### src/rtl/est_sync_saida_4fases_if.sv
// Bundle between the synchronous sink stage, its upstream four-phase source
// and the clocked consumer that drains the FIFO.
interface est_sync_saida_4fases_if #(
  parameter int WIDTH = 8,
  parameter int DEPTH = 4
);
  logic [WIDTH-1:0]         data_in;
  logic                     req_in;
  logic                     ack_prev;
  logic [WIDTH-1:0]         data_out;
  logic                     valid_out;
  logic                     ready_in;
  logic [$clog2(DEPTH):0]   count;

  modport master (
    output data_in, req_in, ready_in,
    input  ack_prev, data_out, valid_out, count
  );

  modport slave (
    input  data_in, req_in, ready_in,
    output ack_prev, data_out, valid_out, count
  );
endinterface

### src/rtl/est_sync_saida_4fases.sv
// Synchronous sink for a four-phase bundled-data pipeline: synchronises req,
// buffers tokens in a first-word-fall-through FIFO, holds ack while full.
//
// state        | meaning
// ESPERA_REQ   | ack low, waiting for synchronised req with a free slot
// ESPERA_BAIXO | token written, ack high, waiting for req to return low
module est_sync_saida_4fases #(
  parameter int WIDTH       = 8,
  parameter int DEPTH       = 4,
  parameter int SYNC_STAGES = 2
) (
  input  logic                  clk,
  input  logic                  rst,
  est_sync_saida_4fases_if.slave bus
);
  localparam int AW = $clog2(DEPTH);
  localparam int CW = AW + 1;

  typedef enum logic {ESPERA_REQ, ESPERA_BAIXO} state_t;

  state_t                 state;
  logic [SYNC_STAGES-1:0] sync_q;
  logic                   req_s;
  logic                   ack_q;
  logic [WIDTH-1:0]       mem [DEPTH];
  logic [AW-1:0]          wr_ptr;
  logic [AW-1:0]          rd_ptr;
  logic [CW-1:0]          count_q;
  logic                   full;
  logic                   empty;
  logic                   push;
  logic                   pop;

  // req_in is the only asynchronous input; data_in is stable by the write edge
  always_ff @(posedge clk) begin
    if (rst) sync_q <= '0;
    else     sync_q <= {sync_q[SYNC_STAGES-2:0], bus.req_in};
  end

  assign req_s = sync_q[SYNC_STAGES-1];
  assign full  = (count_q == CW'(DEPTH));
  assign empty = (count_q == '0);
  // Full uses the registered count, so a same-cycle pop never enables a push
  assign push  = (state == ESPERA_REQ) && req_s && !full;
  assign pop   = !empty && bus.ready_in;

  always_ff @(posedge clk) begin
    if (rst) begin
      state   <= ESPERA_REQ;
      ack_q   <= 1'b0;
      wr_ptr  <= '0;
      rd_ptr  <= '0;
      count_q <= '0;
    end else begin
      case (state)
        ESPERA_REQ: begin
          if (push) begin
            ack_q <= 1'b1;
            state <= ESPERA_BAIXO;
          end
        end
        ESPERA_BAIXO: begin
          if (!req_s) begin
            ack_q <= 1'b0;
            state <= ESPERA_REQ;
          end
        end
        default: begin
          ack_q <= 1'b0;
          state <= ESPERA_REQ;
        end
      endcase

      if (push) wr_ptr <= wr_ptr + AW'(1);
      if (pop)  rd_ptr <= rd_ptr + AW'(1);

      if (push && !pop)      count_q <= count_q + CW'(1);
      else if (pop && !push) count_q <= count_q - CW'(1);
    end
  end

  always_ff @(posedge clk) begin
    if (push) mem[wr_ptr] <= bus.data_in;
  end

  assign bus.ack_prev  = ack_q;
  assign bus.valid_out = !empty;
  assign bus.count     = count_q;
  assign bus.data_out  = empty ? '0 : mem[rd_ptr];
endmodule

### src/flat_wrapper.sv
// flat-port wrapper written by rule: the top's interface ports become plain ports
module est_sync_saida_4fases_flat 
#(
  parameter int WIDTH       = 8,
  parameter int DEPTH       = 4,
  parameter int SYNC_STAGES = 2
)
  (clk, rst, bus_data_in, bus_req_in, bus_ready_in, bus_ack_prev, bus_data_out, bus_valid_out, bus_count);
  est_sync_saida_4fases_if #(.WIDTH(WIDTH), .DEPTH(DEPTH)) bus_i ();
  input  logic clk;
  input  logic rst;
  input wire logic [$bits(bus_i.data_in)-1:0] bus_data_in;
  input wire logic [$bits(bus_i.req_in)-1:0] bus_req_in;
  input wire logic [$bits(bus_i.ready_in)-1:0] bus_ready_in;
  output wire logic [$bits(bus_i.ack_prev)-1:0] bus_ack_prev;
  output wire logic [$bits(bus_i.data_out)-1:0] bus_data_out;
  output wire logic [$bits(bus_i.valid_out)-1:0] bus_valid_out;
  output wire logic [$bits(bus_i.count)-1:0] bus_count;
  assign bus_i.data_in = bus_data_in;
  assign bus_i.req_in = bus_req_in;
  assign bus_i.ready_in = bus_ready_in;
  assign bus_ack_prev = bus_i.ack_prev;
  assign bus_data_out = bus_i.data_out;
  assign bus_valid_out = bus_i.valid_out;
  assign bus_count = bus_i.count;
  est_sync_saida_4fases #(.WIDTH(WIDTH), .DEPTH(DEPTH), .SYNC_STAGES(SYNC_STAGES)) u_core (.clk(clk), .rst(rst), .bus(bus_i));
endmodule
### config.mk
export PLATFORM = sky130hd
export DESIGN_NAME = est_sync_saida_4fases_flat
export DESIGN_NICKNAME = d
export VERILOG_FILES = /design/src/rtl/est_sync_saida_4fases_if.sv /design/src/rtl/est_sync_saida_4fases.sv /design/src/flat_wrapper.sv
export SDC_FILE = /design/constraint.sdc
export NUM_CORES = 1
export LEC_CHECK = 0
export CAP_MARGIN = 20
export CELL_PAD_IN_SITES_DETAIL_PLACEMENT = 0
export CELL_PAD_IN_SITES_GLOBAL_PLACEMENT = 1
export CORE_UTILIZATION = 55
export DETAILED_ROUTE_END_ITERATION = 6
export DONT_BUFFER_PORTS = 1
export MAX_ROUTING_LAYER = met4
export PLACE_DENSITY = 0.93
export SYNTH_ARGS = -nofsm -noshare
export SYNTH_HDL_FRONTEND = slang
export SYNTH_SLANG_ARGS = --single-unit
### constraint.sdc
create_clock -name clk -period 4.3 [get_ports clk]
set_input_delay 0.645 -clock clk [delete_from_list [all_inputs] [get_ports clk]]
set_output_delay 0.645 -clock clk [all_outputs]
set_load 0.05 [all_outputs]
==> key figures, run 1 <==
Power
  • Cell Pwr Density: 645 nW/um^2
  • Peak VDD IR: 0.000499 V
  • Logic pwr share: 0.361
  • Switching share of power: 0.431
  • Int Pwr: 0.000699 W
  • Net Switching: 0.000530 W
  • Clock Power Share: 0.149
  • Pleak: 0.635 nW
  • Sequential power share: 0.490

Place
  • Setup WS pre-CTS: 1390 ps
  • Placer Congestion: 0.751
  • Area after DPL: 1860 sq um
  • Port Buffers: 0
  • DP HPWL: 1860 um

Clock network
  • Postcts setup bufs: 0
  • Post-cts resize count: 0
  • CTS H-tree depth: 2
  • CTS hold repair buffers: 0
  • Root buffer cell: clkbuf_4
  • Cts bufs inserted: 5
  • CTS Sinks: 45
  • CTS Buffer Depth: 2
  • CTS tree: built
  • Worst skew pair latency: 350 ps
  • Clk pin slew, worst setup/hold paths: 120 ps

Route
  • Initial DRC Count: 23
  • Routed WL: 2620 um
  • DRC: 0
  • Drt pass-1 iters: 4
  • ANT nets after route: 0
  • DR vias/cell: 5.34
  • DR WL/cell: 16.4 um
  • Vias after detailed routing: 854

Die
  • Die area: 3530 sq um
  • Die height: 59.4 um
  • # rows: 20
  • Core area: 3080 sq um
  • Initial Util: 0.589
  • Die width: just under 60 um
  • IO Count: 25

Global route
  • Pin count of the biggest net entering global routing: 15
  • First-pass GRT wire length: 4380 um
  • Number of global-route vias before repair: 898
  • GRT overflow: 0
  • GR Util All Layers: 0.192
  • Initial antenna violation count: 0

STA
  • Worst slew pin tran: 961 ps
  • Rel. slew slack: 0.358
  • Final hold vios: 0
  • # setup viols final: 0
  • Clock skew: 10.6 ps
  • Final period utilization: 0.670
  • RSZ-0062 raised after global routing: false
  • Fmax: 347 MHz
  • Worst hold slack: 347 ps
  • Minimum clock period: 2880 ps
  • Pins over their slew limit: 0
  • Setup TNS: 0 ps
  • Min setup slack post-route: 1420 ps

Yosys
  • Async S/R FF share, synth: 0
  • Number of flops mapped to enable cells by yosys: 32
  • Gate count of the mapped netlist: 111
  • Netlist Area Pre-Place: 1810 sq um
  • Most used DFF post-synth: edfxtp_1
  • Synth warn: 0
  • Number of different library cells in the post-synthesis netlist: 26
  • Mapped Nets: 129
  • Sequential element share of the synthesized area: 0.674
  • FF+latch count, synth: 45
  • Syn Area/Cell: 16.3 sq um

Critical path
  • CP Launch Type: flip-flop
  • Slowest stage cell on the critical path: dfxtp_1
  • Crit. End Element: flip-flop
  • Critical path class: reg -> reg
  • Crit-path max FO: 8
  • CP max stage delay: between 700 and 800 ps
  • CP cell instances: or3b_1 > nor3b_4 > ha_1 > inv_1 > fa_1 > xor2_1 > or3_2 > a21oi_1
  • Req. time, crit path: about 4600 ps
  • Critical Path AT: 3160 ps

Final layout
  • Share of cells above drive strength 1: 0.190
  • Nets: 133
  • Design area: 1910 sq um
  • Area growth, synth to finish: 5.25%
  • Most frequent cells in the layout: edfxtp_1, dfxtp_1, nor2b_1
  • Ant diodes: 0
  • Commonest non-fill, non-tap cell in the layout: edfxtp_1
  • Filler cells: 237

Status
  • Status: completed

Min path
  • Hold WC Path Type: in -> reg

Run
  • Number of max-cap violations: 0
-- through the flow --
stage               std cells  total power (W)  utilization
floorplan                 111          0.00100            -
global placement          152          0.00105        0.604
detailed placement        152          0.00106        0.604
CTS                       160          0.00125        0.620
global route              160          0.00129        0.620
finish                    160          0.00123        0.620
-- synthesized netlist by cell type (2+ instances only) --
cell	instances	area [sq um]
clkbuf_1	3	11.3
dfxtp_1	13	260
o21ai_0	2	10.0
edfxtp_1	32	961
nor2b_1	10	62.6
mux4_2	8	180
a21oi_1	2	10.0
ha_1	5	62.6
mux2i_1	2	20.0
nor3_1	2	10.0
nand2b_1	2	12.5
inv_1	5	18.8
and2_2	4	30.0
nor2_1	7	26.3
xor2_1	3	26.3
-- registers in the layout, summed over array words and instances, names as in the netlist, named ones only --
register	flops
u_core.bus.count	3
u_core.state	1
u_core.rd_ptr	2
u_core.bus.ack_prev	1
u_core.sync_q	2
u_core.mem	32
u_core.wr_ptr	2
-- layer usage --
layer / vias up / track usage / routed length [um]
met4: 0 / 0.0952 / 52
li1: 412 / - / -
met2: 22 / 0.283 / 1300
met5: - / - / 0
met3: 5 / 0.0873 / 161
met1: 415 / 0.223 / 1100
-- logic make-up after synthesis --
kind of cell | share of synthesized area
flops | 0.674
fa+ha+maj | 0.0456
mux | 0.119
simple gates | 0.103
compound gates | 0.0249
buf+inv | 0.0193
xor+xnor | 0.0145
-- critical path, delay by kind of cell, from the launching register on --
| kind | cells | cell delay (ps) |
|---|---|---|
| AND/OR/NAND/NOR | 3 | 1020 |
| flip-flops | 1 | 780 |
| adder cells (fa/ha/maj) | 2 | 630 |
| AO/OA/AOI/OAI | 1 | 150 |
| buffers and inverters | 1 | 70 |
| XOR/XNOR | 1 | 160 |
-- power groups by stage --
stage / registers, W / clock network (W) / logic, W
6_report: 0.000602 / 0.000184 / 0.000443
4_1_cts: 0.000605 / 0.000191 / 0.000449
5_1_grt: 0.000612 / 0.000208 / 0.000472
3_3_place_gp: 0.000610 / 0 / 0.000435
2_1_floorplan: 0.000579 / 0 / 0.000422
3_5_place_dp: 0.000616 / 0 / 0.000448
-- final timing paths --
check | startpoint | endpoint | slack, ps | depth (start not counted)
worst max register to register | u_core.bus.count[0]$_SDFFE_PP0P_ | u_core.bus.count[2]$_SDFFE_PP0P_ | 1420 | 8
worst min register to register | u_core.sync_q[0]$_SDFF_PP0_ | u_core.sync_q[1]$_SDFF_PP0_ | 460 | 1
worst max-delay path | u_core.bus.count[0]$_SDFFE_PP0P_ | u_core.bus.count[2]$_SDFFE_PP0P_ | 1420 | 8
worst min-delay path | rst | flip-flop | 350 | 1
-- cell type report --
| type | instances | area [sq um] | share of cell area |
|---|---|---|---|
| Clock buffer | 8 | 48.8 | 0.0256 |
| Sequential cell | 45 | 1220 | 0.640 |
| Timing Repair Buffer | 1 | 7.51 | 0.00394 |
| Multi-Input combinational cell | 57 | 556 | 0.291 |
| Inverter | 5 | 18.8 | 0.00984 |
| Tap cell | 44 | 55.1 | 0.0289 |
Note: power is estimated with default switching activity, not from simulation.
==> inputs of run 2 (changes only) <==
CORE_UTILIZATION = 46   (was 55)
PLACE_DENSITY = 0.85   (was 0.93)
clock period = 2.6 ns   (was 4.3 ns; I/O delays follow)
==> run 2 against run 1 <==
Effect of this change: core utilization fell by 6.8 points; power rose by 88%; via count rose by 8.4%; clock-buffer cell count fell by 3; flip-flop and latch count did not move; combinational power rose by 120%; cell count rose by 11%; non-clock buffer count rose by 13; sequential power rose by 51%; largest cell class unchanged.
==> key figures, run 2 (synthesis gave the netlist of run 1 again) <==
Power
  • Cell Pwr Density: 1130 nW/um^2
  • Peak VDD IR: 0.000364 V
  • Pleak: 0.721 nW

Final layout
  • Design area: ~2000 sq um
  • Filler cells: just over 300
  • Share of cells above drive strength 1: 0.302
  • Nets: 146
  • Max reg flops: 32
  • Largest register by flop count: u_core.mem
  • Storage cell area: between 1000 and 1500 sq um
  • Commonest non-fill, non-tap cell in the layout: edfxtp_1
  • Area growth, synth to finish: 13.1%
  • Area occupied by multi-input gates: 556 sq um
  • Most frequent cells in the layout: edfxtp_1, buf_4, dfxtp_1
  • Ant diodes: 0

Critical path
  • Critical path class: reg -> reg
  • Top delay family on crit path: simple AND/OR/NAND/NOR gates
  • Req. time, crit path: 2810 ps
  • CP max stage delay: roughly 420 ps
  • Slowest stage cell on the critical path: or3_2
  • Crit. End Element: flip-flop
  • Critical Path AT: 2500 ps
  • CP Buf/Inv Count: 1
  • Crit-path max FO: 4
  • CP cell instances: or3b_1 > nor3b_4 > ha_1 > inv_1 > fa_1 > xor2_1 > or3_2 > a21oi_1
  • CP Launch Type: flip-flop

Clock network
  • CTS H-tree depth: 2
  • Postcts setup bufs: 0
  • Clk pin slew, worst setup/hold paths: around 80 ps
  • Cts bufs inserted: 5
  • CTS Buffer Depth: 2
  • CTS Sinks: 45
  • Worst skew pair latency: around 290 ps
  • CTS hold repair buffers: 0
  • Root buffer cell: clkbuf_8
  • Post-cts resize count: 0
  • CTS tree: built

Die
  • Die height: 64.8 um
  • Die width: 64.8 um
  • IO Count: 25
  • Initial Util: 0.488
  • Die area: about 4200 sq um
  • Core area: 3720 sq um
  • # rows: 22

Place
  • Port Buffers: 0
  • DP HPWL: 1990 um
  • Area after DPL: approximately 2000 sq um
  • Placer Congestion: 0.918

STA
  • Setup TNS: 0 ps
  • # setup viols final: 0
  • Pins over their slew limit: 0
  • Worst slew pin tran: 512 ps
  • Clock skew: 5.84 ps
  • Minimum clock period: between 2000 and 2500 ps
  • Rel. slew slack: 0.658
  • Final hold vios: 0
  • RSZ-0062 raised after global routing: false
  • Fmax: 437 MHz
  • Final period utilization: 0.880

Route
  • Vias after detailed routing: about 930
  • ANT nets after route: 0
  • Drt pass-1 iters: 4
  • DR vias/cell: 5.23
  • DRC: 0
  • DR WL/cell: 15.9 um
  • Initial DRC Count: 37
  • Routed WL: ~2800 um

Global route
  • Number of global-route vias before repair: 996
  • Pin count of the biggest net entering global routing: 15
  • GR Util All Layers: 0.166
  • First-pass GRT wire length: around 4700 um
  • GRT overflow: 0
  • Initial antenna violation count: 0

Run
  • Number of max-cap violations: 0

Min path
  • Hold WC Path Type: in -> reg

Status
  • Status: completed
-- run 2: report_power, final --
part | switching [W] | leakage (nW) | internal [W] | total, W
sequential | 0.0000833 | 0.396 | 0.000827 | 0.000911
combinational | 0.000633 | 0.281 | 0.000363 | 0.000996
clock | 0.000224 | 0.0439 | 0.000185 | 0.000410
-- run 2: final cells by class --
class / count / share of cell area
Clock buffer: 5 / 0.0336
Clock inverter: 3 / 0.00855
Inverter: 5 / 0.00916
Multi-Input combinational cell: 57 / 0.271
Sequential cell: 45 / 0.597
Tap cell: 48 / 0.0293
Timing Repair Buffer: 14 / 0.0513
-- run 2: worst paths after layout --
kind	to	slack (ps)	cells past startpoint	start
setup / recovery	u_core.bus.count[2]$_SDFFE_PP0P_	310	8	u_core.bus.count[2]$_SDFFE_PP0P_
hold / removal	u_core.sync_q[0]$_SDFF_PP0_	150	1	rst
setup reg to reg	u_core.bus.count[2]$_SDFFE_PP0P_	310	8	u_core.bus.count[2]$_SDFFE_PP0P_
hold reg to reg	u_core.sync_q[1]$_SDFF_PP0_	450	1	u_core.sync_q[0]$_SDFF_PP0_
-- run 2: layer usage --
metal | up-vias | share of wire | global-route usage
li1 | 434 | - | -
met1 | 460 | 0.40 | 0.175
met2 | 25 | 0.52 | 0.268
met3 | 7 | 0.057 | 0.0581
met4 | 0 | 0.024 | 0.100
met5 | - | 0 | -
-- run 2: stage by stage --
step	instances	utilization	power [W]	setup slack (ps)	hold WS [ps]
detailed placement	169	0.528	0.00193	379	428
CTS	177	0.551	0.00233	294	144
global placement	169	0.528	0.00191	526	417
global route	177	0.551	0.00243	192	136
floorplan	111	-	0.00166	5.30	414
finish	177	0.551	0.00232	313	153
==> inputs of run 3 (changes only) <==
ABC_AREA = 0   (was default)
==> results of run 3 <==
No change in the layout: final DEF, timing and power equal those of run 2.
